## src/rtl/booth_mult_seq_pkg.sv

```systemverilog
// ---------------------------------------------------------------------------
// booth_mult_seq_pkg
// Shared definitions for the multiply/divide path:
//   - FSM state encoding of the sequential Booth multiplier
//   - Booth select encoding produced by booth_ctrl
//   - derivation of the number of radix-4 recoding steps
// No ports (package).
// ---------------------------------------------------------------------------
package booth_mult_seq_pkg;

  typedef enum logic [1:0] {
    ST_IDLE = 2'b00,
    ST_RUN  = 2'b01,
    ST_DONE = 2'b10
  } mult_state_e;

  // Select encoding: bit 1 = negate, bit 0 = double the multiplicand.
  localparam logic [1:0] SEL_M      = 2'b00;
  localparam logic [1:0] SEL_2M     = 2'b01;
  localparam logic [1:0] SEL_NEG_M  = 2'b10;
  localparam logic [1:0] SEL_NEG_2M = 2'b11;

  // Radix-4 recoding retires two multiplier bits per step.
  function automatic int steps_f(input int width);
    return width / 2;
  endfunction

endpackage

```

## src/rtl/booth_ctrl.sv

```systemverilog
// ---------------------------------------------------------------------------
// booth_ctrl
// Radix-4 modified-Booth recoder for one multiplier bit triplet.
// Ports:
//   triplet_i [2:0] : {q[1], q[0], q_m1}
//   en_o            : 1 when the partial product is non-zero
//   sel_o     [1:0] : SEL_* code choosing +M, +2M, -M or -2M
// ---------------------------------------------------------------------------
module booth_ctrl
  import booth_mult_seq_pkg::*;
(
  input  logic [2:0] triplet_i,
  output logic       en_o,
  output logic [1:0] sel_o
);

  // Triplet to partial-product select decode.
  always_comb begin
    en_o  = 1'b1;
    sel_o = SEL_M;
    case (triplet_i)
      3'b000:  begin en_o = 1'b0; sel_o = SEL_M;      end
      3'b001:  begin en_o = 1'b1; sel_o = SEL_M;      end
      3'b010:  begin en_o = 1'b1; sel_o = SEL_M;      end
      3'b011:  begin en_o = 1'b1; sel_o = SEL_2M;     end
      3'b100:  begin en_o = 1'b1; sel_o = SEL_NEG_2M; end
      3'b101:  begin en_o = 1'b1; sel_o = SEL_NEG_M;  end
      3'b110:  begin en_o = 1'b1; sel_o = SEL_NEG_M;  end
      3'b111:  begin en_o = 1'b0; sel_o = SEL_M;      end
      default: begin en_o = 1'b0; sel_o = SEL_M;      end
    endcase
  end

endmodule

```

## src/rtl/booth_mult_seq.sv

```systemverilog
// ---------------------------------------------------------------------------
// booth_mult_seq
// Sequential radix-4 modified-Booth signed multiplier. One recoding step per
// clock; the result is valid for one cycle (data_resultRDY) WIDTH/2 edges
// after the start edge.
// Ports:
//   clock          : rising-edge clock
//   reset          : asynchronous active-high reset, clears all state
//   ctrl_MULT      : start pulse, operands sampled on the same edge
//   data_operandA  : multiplicand M (two's complement)
//   data_operandB  : multiplier Q (two's complement)
//   data_result    : low WIDTH bits of the product
//   data_exception : product does not fit in WIDTH signed bits
//   data_resultRDY : one-cycle result-valid pulse
// ---------------------------------------------------------------------------
module booth_mult_seq
  import booth_mult_seq_pkg::*;
#(
  parameter int WIDTH = 32
) (
  input  logic             clock,
  input  logic             reset,
  input  logic             ctrl_MULT,
  input  logic [WIDTH-1:0] data_operandA,
  input  logic [WIDTH-1:0] data_operandB,
  output logic [WIDTH-1:0] data_result,
  output logic             data_exception,
  output logic             data_resultRDY
);

  localparam int STEPS = steps_f(WIDTH);
  localparam int CW    = (STEPS > 1) ? $clog2(STEPS) : 1;
  // Accumulator carries two guard bits so that +/-2M never overflows.
  localparam int AW    = WIDTH + 2;

  mult_state_e      state_q, state_d;
  logic [AW-1:0]    m_q, m_d;
  logic [AW-1:0]    acc_q, acc_d;
  logic [WIDTH-1:0] q_q, q_d;
  logic             qm1_q, qm1_d;
  logic [CW-1:0]    cnt_q, cnt_d;
  logic             rdy_q, rdy_d;

  logic             en_s;
  logic [1:0]       sel_s;
  logic             neg_s;
  logic [AW-1:0]    addend_s;
  logic [AW-1:0]    operand_s;
  logic [AW-1:0]    sum_s;
  logic [WIDTH:0]   ovf_chk_s;

  booth_ctrl u_booth_ctrl (
    .triplet_i ({q_q[1:0], qm1_q}),
    .en_o      (en_s),
    .sel_o     (sel_s)
  );

  // Add/subtract of 0, M or 2M; subtraction is invert plus carry-in.
  always_comb begin
    neg_s = (sel_s == SEL_NEG_M) || (sel_s == SEL_NEG_2M);
    if ((sel_s == SEL_2M) || (sel_s == SEL_NEG_2M)) begin
      addend_s = {m_q[AW-2:0], 1'b0};
    end else begin
      addend_s = m_q;
    end
    if (!en_s) begin
      operand_s = {AW{1'b0}};
    end else if (neg_s) begin
      operand_s = ~addend_s;
    end else begin
      operand_s = addend_s;
    end
    sum_s = acc_q + operand_s + {{(AW-1){1'b0}}, (en_s & neg_s)};
  end

  // Next-state, datapath and ready-pulse logic; a load overrides every state.
  always_comb begin
    state_d = state_q;
    m_d     = m_q;
    acc_d   = acc_q;
    q_d     = q_q;
    qm1_d   = qm1_q;
    cnt_d   = cnt_q;
    rdy_d   = 1'b0;
    case (state_q)
      ST_IDLE: begin
        state_d = ST_IDLE;
      end
      ST_RUN: begin
        // Arithmetic shift right by 2 of {sum, q, q_m1}.
        acc_d = {{2{sum_s[AW-1]}}, sum_s[AW-1:2]};
        q_d   = {sum_s[1:0], q_q[WIDTH-1:2]};
        qm1_d = q_q[1];
        cnt_d = cnt_q + {{(CW-1){1'b0}}, 1'b1};
        if (cnt_q == CW'(STEPS - 1)) begin
          state_d = ST_DONE;
          rdy_d   = 1'b1;
        end else begin
          state_d = ST_RUN;
        end
      end
      ST_DONE: begin
        state_d = ST_IDLE;
      end
      default: begin
        state_d = ST_IDLE;
      end
    endcase
    if (ctrl_MULT) begin
      state_d = ST_RUN;
      m_d     = {{2{data_operandA[WIDTH-1]}}, data_operandA};
      acc_d   = {AW{1'b0}};
      q_d     = data_operandB;
      qm1_d   = 1'b0;
      cnt_d   = {CW{1'b0}};
      rdy_d   = 1'b0;
    end
  end

  // State and datapath registers.
  always_ff @(posedge clock or posedge reset) begin
    if (reset) begin
      state_q <= ST_IDLE;
      m_q     <= {AW{1'b0}};
      acc_q   <= {AW{1'b0}};
      q_q     <= {WIDTH{1'b0}};
      qm1_q   <= 1'b0;
      cnt_q   <= {CW{1'b0}};
      rdy_q   <= 1'b0;
    end else begin
      state_q <= state_d;
      m_q     <= m_d;
      acc_q   <= acc_d;
      q_q     <= q_d;
      qm1_q   <= qm1_d;
      cnt_q   <= cnt_d;
      rdy_q   <= rdy_d;
    end
  end

  // Product fits in WIDTH signed bits only if the upper half is pure sign.
  assign ovf_chk_s      = {acc_q[WIDTH-1:0], q_q[WIDTH-1]};
  assign data_exception = (|ovf_chk_s) & ~(&ovf_chk_s);
  assign data_result    = q_q;
  assign data_resultRDY = rdy_q;

endmodule
```

## config.mk

```make
export PLATFORM = sky130hd
export DESIGN_NAME = booth_mult_seq
export DESIGN_NICKNAME = d
export VERILOG_FILES = /design/src/rtl/booth_mult_seq_pkg.sv /design/src/rtl/booth_ctrl.sv /design/src/rtl/booth_mult_seq.sv
export SDC_FILE = /design/constraint.sdc
export NUM_CORES = 1
export LEC_CHECK = 0
export ABC_AREA = 1
export BUFFER_PORTS_ARGS = -buffer_cell sky130_fd_sc_hd__buf_2
export CORE_MARGIN = 2
export CORE_UTILIZATION = 49
export CTS_CLUSTER_DIAMETER = 60
export CTS_CLUSTER_SIZE = 25
export DETAILED_ROUTE_END_ITERATION = 12
export PLACE_DENSITY_LB_ADDON = 0.3
export RECOVER_POWER = 50
export SLEW_MARGIN = 0
export SYNTH_ARGS = -nofsm -noshare
export SYNTH_HDL_FRONTEND = slang
export SYNTH_SLANG_ARGS = --single-unit
```

## constraint.sdc

```tcl
create_clock -name clock -period 4.3 [get_ports clock]
set_input_delay 0.86 -clock clock [delete_from_list [all_inputs] [get_ports clock]]
set_output_delay 0.86 -clock clock [all_outputs]
set_load 0.01 [all_outputs]
```

==> summary.txt, run 1 <==
Outcome
  – Run status: complete, but fails checks
  – Failing checks: max-capacitance violations, max-slew violations

Worst setup path
  – Crit. End Element: flip-flop
  – Reg-to-reg endpoint: acc_q[32]
  – Worst Reg-to-Reg Cells: 18
  – Origin of the worst setup path: ctrl_MULT
  – Crit path max fanout: 29
  – Worst path arrival time: 3.67 ns
  – Reg2Reg Setup Slack: 1.02 ns
  – Worst EP required: 4.56 ns
  – RR Startpoint: data_result[1]
  – Worst Setup Start Kind: input port
  – Critical path class: input port to flip-flop
  – Crit path to: data_result[10]

Placed design
  – IO buf count: 100
  – DP Area: 7782 µm²
  – DP Worst Slack: 1.067 ns
  – Dpl cells: 1336
  – DP HPWL: 15.13 mm
  – Gpl congestion: 1.022

STA
  – Tcrit/Tclk final: 79.34%
  – Slew Limit Fails: 62
  – Final setup margin: 0.8886 ns
  – Worst-Margin Slew: 2.851 ns
  – Post-route setup TNS: 0 ns
  – Fin. Hold Viols: 0
  – Fmax: 293.1 MHz
  – Max_slew headroom: -91.09%
  – Crit path time final: 3.411 ns
  – Endpoints failing setup: 0
  – Unrepaired setup endpoints after global routing: false
  – Skew final: 0.009487 ns

Global routing
  – First-pass GRT wire length: 33.70 mm
  – Initial antenna violation count: 0
  – Global Route Usage Sum: 26.66%
  – Number of global-route vias before repair: 6865
  – Largest net degree at the start of global routing: 67
  – Grt total ovfl: 0

Final layout
  – Final #Nets: 1265
  – Multi-input gate area: 3804 µm²
  – Fill cells: 1442
  – Fin area: 8050 µm²
  – Fraction of layout cells with a size suffix above 1: 10.89%
  – Layout area overhead: 12.78%
  – Register area: 2577 µm²
  – Layout Cells excl Fill: 1350
  – Antenna diodes: 0

Power and ir drop
  – Leakage: 0.004385 µW
  – Clock group share of total power: 19.8%
  – Comb power frac: 47.4%
  – Power per cell area: 533.8 nW/µm²
  – Internal: 2322 µW
  – Worst vdd ir: 0.2608 mV
  – Sw Pwr: 1975 µW
  – Sequential power share: 32.7%
  – Sw frac: 45.95%

Logic synthesis
  – Syn_area_per_cell: 6.615 µm²
  – Synth area leader: dfrtp_1
  – Ys flop type: dfrtp_1
  – Distinct cell type count after synthesis: 40
  – Yosys warning count: 0
  – Sequential area share after synthesis: 36.11%
  – Post-synth top cells: nand2_1, inv_1, o21ai_0, dfrtp_1, nor2_1
  – Synth Cell Area: 7138 µm²
  – Post-synth EDFFs: 0
  – FFs w/ async S/R, synth: 100.0%
  – Most common cell in the netlist: nand2_1
  – Yosys reg bits: 103
  – Top post-synthesis cells by area: dfrtp_1, nand2_1, inv_1, o21ai_0, ha_1
  – Syn nets: 1181
  – Cells after Synth: 1079
  – Post-synth top area share: 36.11%

CTS
  – Reg clk slew, reported paths: 0.07 ns
  – Total CTS buffers: 9
  – H-tree levels: 3
  – Clk_lat worst skew: 0.36 ns
  – CTS tree: built
  – Clk root buf: clkbuf_16
  – Clock sinks: 103
  – Setup bufs post-CTS: 0
  – CTS max path bufs: 2
  – Post_cts resized: 0
  – Hold Buf Count CTS: 0

Min path
  – Hold Path Depth: 2
  – Hold Crit Class: flip-flop to flip-flop

Flow run
  – # Max-Cap Violations: 2

Die
  – Core Rows: 44
  – IO Count: 101
  – Core ar.: 14370 µm²
  – Die area: 15550 µm²
  – Die outline width: 124.7 µm
  – Initial Util: 49.68%
  – Die Y: 124.7 µm

Route
  – Vias: 7215
  – Vias per inst: 5.344
  – Total Wirelength: 20.22 mm
  – Iter 0 DRT Violations: 476
  – Post-route DRC violation count: 0
  – Wire per inst: 14.97 µm
  – Drt first pass iters: 7
  – Antenna viol nets, final: 0
## how the worst min path moves through the flow
stage / end / from / slack [ns]
finish: m_q[11] / m_q[11] / 0.50
global route: m_q[0] / m_q[0] / 0.54
CTS: m_q[11] / m_q[11] / 0.50
detailed placement: m_q[11] / m_q[11] / 0.48
global placement: m_q[0] / m_q[0] / 0.47
floorplan: cnt_q[3] / cnt_q[3] / 0.45
## layout by cell type, fill, tap and decap left out, types with 4 or more instances in the layout
master and count:
o21ai_0 116, clkbuf_16 9, buf_4 6, nor2_1 53, inv_1 155, dfrtp_1 103, a31oi_1 4, ha_1 33
buf_2 94, nor4_1 7, o211ai_1 12, inv_2 4, o21ai_1 8, clkbuf_1 8, nand3_1 45, o221ai_1 15
nand4_1 8, nor3_1 10, nand2_1 396, a21oi_1 49
## critical path: stages
cell and delay, ns:
clkbuf_1 0.49, nor2_1 1.31, inv_2 0.59, o221ai_1 0.39
## registers in the layout (all words and copies together) (netlist names)
register / cells
data_resultRDY: 1
state_q: 1
m_q: 32
cnt_q: 4
acc_q: 32
data_result: 32
qm1_q: 1
## cell type report
type                       count  area share [%]
tap                          184           2.860
clock inverter                 5          0.8237
sequential                   103           32.02
multi-input combinational    781           47.25
clock buffer                   9           2.798
timing repair buffer         108           6.776
inverter                     160           7.476
## power groups by stage
stage               clock, µW  combinational, µW  sequential, µW
detailed placement          0               2000            1410
floorplan                   0               1480            1350
global route              892               2330            1440
CTS                       865               2010            1400
finish                    852               2040            1410
global placement            0               1980            1410
## layer usage
layer,part of all wire (%),global-route usage (%),vias up,wire [µm]
met2,42,40.95,240,8479
li1,-,-,3650,-
met3,7.4,5.369,22,1488
met1,49,38.52,3303,9854
met4,1.9,7.138,0,394
met5,0,0,-,0
## cells by family (layout without fill, tap and decap cells)
logic type,after synthesis,count (layout),synth area share [%]
flip-flops,103,103,36.11
XOR/XNOR,2,2,0.2454
buffers and inverters,195,282,10.50
AO/OA/AOI/OAI,215,215,16.97
adder cells (fa/ha/maj),35,35,6.345
AND/OR/NAND/NOR,529,529,29.83
## stage by stage
| step | power (µW) | hold WS (ns) | utilization, % |
|---|---|---|---|
| after floorplan | 2837 | 0.4490 | - |
| after global placement | 3397 | 0.4747 | 54.16 |
| after detailed placement | 3408 | 0.4831 | 54.16 |
| after CTS | 4274 | 0.5006 | 56.19 |
| after global routing | 4656 | 0.5370 | 56.03 |
| final | 4297 | 0.5002 | 56.03 |
No activity file was read; power rests on OpenSTA's default activity.
==> inputs of run 2 (changes only) <==
==> constraint.sdc (replaced) <==
create_clock -name clock -period 3.49 [get_ports clock]
set_input_delay 0.698 -clock clock [delete_from_list [all_inputs] [get_ports clock]]
set_output_delay 0.698 -clock clock [all_outputs]
set_load 0.01 [all_outputs]
==> summary.txt, run 2 (synthesis results as in run 1) <==
Worst setup path
  – Worst path arrival time: 3.52 ns
  – Worst Reg-to-Reg Cells: 13
  – RR Startpoint: data_result[0]
  – Critical path class: flip-flop to flip-flop
  – Reg2Reg Setup Slack: 0.23 ns
  – Worst Setup Start Kind: flip-flop
  – Crit path max fanout: 20
  – Reg-to-reg endpoint: acc_q[29]
  – Crit. End Element: flip-flop
  – Worst EP required: 3.75 ns

Final layout
  – Commonest cells after routing, fill and taps aside: nand2_1, inv_1, o21ai_0
  – Layout area overhead: 13.32%
  – Fraction of layout cells with a size suffix above 1: 11.68%
  – Antenna diodes: 0
  – Commonest non-fill, non-tap cell in the layout: nand2_1
  – Final #Nets: 1270
  – Fin area: 8089 µm²

Die
  – Die Y: 124.7 µm
  – IO Count: 101
  – Die outline width: 124.7 µm
  – Die area: 15550 µm²
  – Core ar.: 14370 µm²
  – Initial Util: 49.68%
  – Core Rows: 44

STA
  – Slew Limit Fails: 57
  – Max_slew headroom: -43.77%
  – Final setup margin: 0.2271 ns
  – Endpoints failing setup: 0
  – Skew final: 0.009839 ns
  – Fmax: 306.5 MHz
  – Unrepaired setup endpoints after global routing: false
  – Fin. Hold Viols: 0
  – Crit path time final: 3.263 ns
  – Tcrit/Tclk final: 93.49%
  – Worst-Margin Slew: 2.154 ns
  – Post-route setup TNS: 0 ns

Flow run
  – # Max-Cap Violations: 1

Route
  – Drt first pass iters: 5
  – Wire per inst: 14.92 µm
  – Vias per inst: 5.353
  – Antenna viol nets, final: 0
  – Iter 0 DRT Violations: 563
  – Post-route DRC violation count: 0
  – Vias: 7264
  – Total Wirelength: 20.24 mm

Power and ir drop
  – Sw Pwr: 2489 µW
  – Power per cell area: 657.4 nW/µm²
  – Leakage: 0.004421 µW
  – Worst vdd ir: 0.3429 mV
  – Sw frac: 46.80%
  – Clock group share of total power: 19.6%
  – Comb power frac: 47.8%
  – Internal: 2829 µW
  – Sequential power share: 32.7%

CTS
  – Post_cts resized: 0
  – H-tree levels: 3
  – CTS max path bufs: 2
  – Total CTS buffers: 9
  – Setup bufs post-CTS: 0
  – Hold Buf Count CTS: 0
  – Clk_lat worst skew: 0.37 ns
  – Clock sinks: 103
  – CTS tree: built
  – Reg clk slew, reported paths: 0.07 ns
  – Clk root buf: clkbuf_16

Placed design
  – IO buf count: 100
  – DP Area: 7805 µm²
  – Gpl congestion: 0.9895
  – DP HPWL: 15.12 mm
  – DP Worst Slack: 0.08548 ns

Global routing
  – Initial antenna violation count: 0
  – Number of global-route vias before repair: 6614
  – Global Route Usage Sum: 26.21%
  – First-pass GRT wire length: 32.90 mm
  – Grt total ovfl: 0
  – Largest net degree at the start of global routing: 59

Min path
  – Worst hold start: cnt_q[3]
  – Hold Crit Class: flip-flop to flip-flop
  – Hold Path Depth: 1
  – Hold endpoint: cnt_q[3]

Outcome
  – Run status: complete, but fails checks
  – Failing checks: max-capacitance violations, max-slew violations
## run 2: changes by cell type in the layout (fill, tap and decap cells not counted), sizes merged
cell and change:
buf +5, bufinv -1, clkinv +2, clkinvlp -1, clkbuf -1, o21ai +2
inv +1
## run 2: cell type report
class                           instances  area, µm²
Clock buffer                           10      239.0
Clock inverter                          6      51.30
Fill cell                            1428       6280
Inverter                              160      600.6
Multi-Input combinational cell        783       3824
Sequential cell                       103       2577
Tap cell                              184      230.2
Timing Repair Buffer                  111      566.8
## run 2: worst max-delay path, stage by stage, from the launching register on
cell and delay, ns:
dfrtp_1 0.42, nor2_2 0.12, o21ai_2 0.62, o21ai_0 0.20, o21ai_0 0.36, ha_1 0.37, nand2_1 0.13, inv_1 0.05
a21oi_1 0.21, nand3_1 0.21, nand2_1 0.21, nand3_1 0.10, nand3_1 0.10, nand2_1 0.05
## run 2: through the flow
| stage | util (%) | hold slack (ns) | std cells | total power, µW |
|---|---|---|---|---|
| after floorplan | - | 0.4490 | 1079 | 3496 |
| after global placement | 54.32 | 0.4659 | 1339 | 4172 |
| after CTS | 56.34 | 0.4782 | 1355 | 5247 |
| final | 56.30 | 0.5129 | 1357 | 5317 |
| after global routing | 56.30 | 0.5399 | 1357 | 5741 |
| after detailed placement | 54.32 | 0.4802 | 1339 | 4217 |
## run 2: per-layer routing
| layer | GRT usage (%) | up-vias | wire, µm |
|---|---|---|---|
| met4 | 8.130 | 0 | 384 |
| li1 | - | 3655 | - |
| met3 | 4.811 | 28 | 1977 |
| met5 | 0 | - | 0 |
| met1 | 39.33 | 3257 | 9277 |
| met2 | 38.35 | 324 | 8602 |
## run 2: how the worst max path moves through the flow
| stage | depth (start not counted) | slack [ns] | end | from |
|---|---|---|---|---|
| floorplan | 1 | 0.09 | acc_q[0] | reset |
| global placement | 17 | 0.17 | acc_q[29] | data_result[0] |
| detailed placement | 17 | 0.09 | acc_q[29] | data_result[0] |
| CTS | 17 | 0.07 | acc_q[29] | data_result[0] |
| global route | 17 | 0.03 | acc_q[29] | data_result[0] |
| finish | 13 | 0.23 | acc_q[29] | data_result[0] |
## run 2: power by group through the flow
| stage | clock network [µW] | logic [µW] | registers (µW) |
|---|---|---|---|
| 2_1_floorplan | 0 | 1830 | 1670 |
| 3_3_place_gp | 0 | 2430 | 1740 |
| 3_5_place_dp | 0 | 2480 | 1740 |
| 4_1_cts | 1040 | 2480 | 1720 |
| 5_1_grt | 1100 | 2880 | 1760 |
| 6_report | 1040 | 2540 | 1740 |
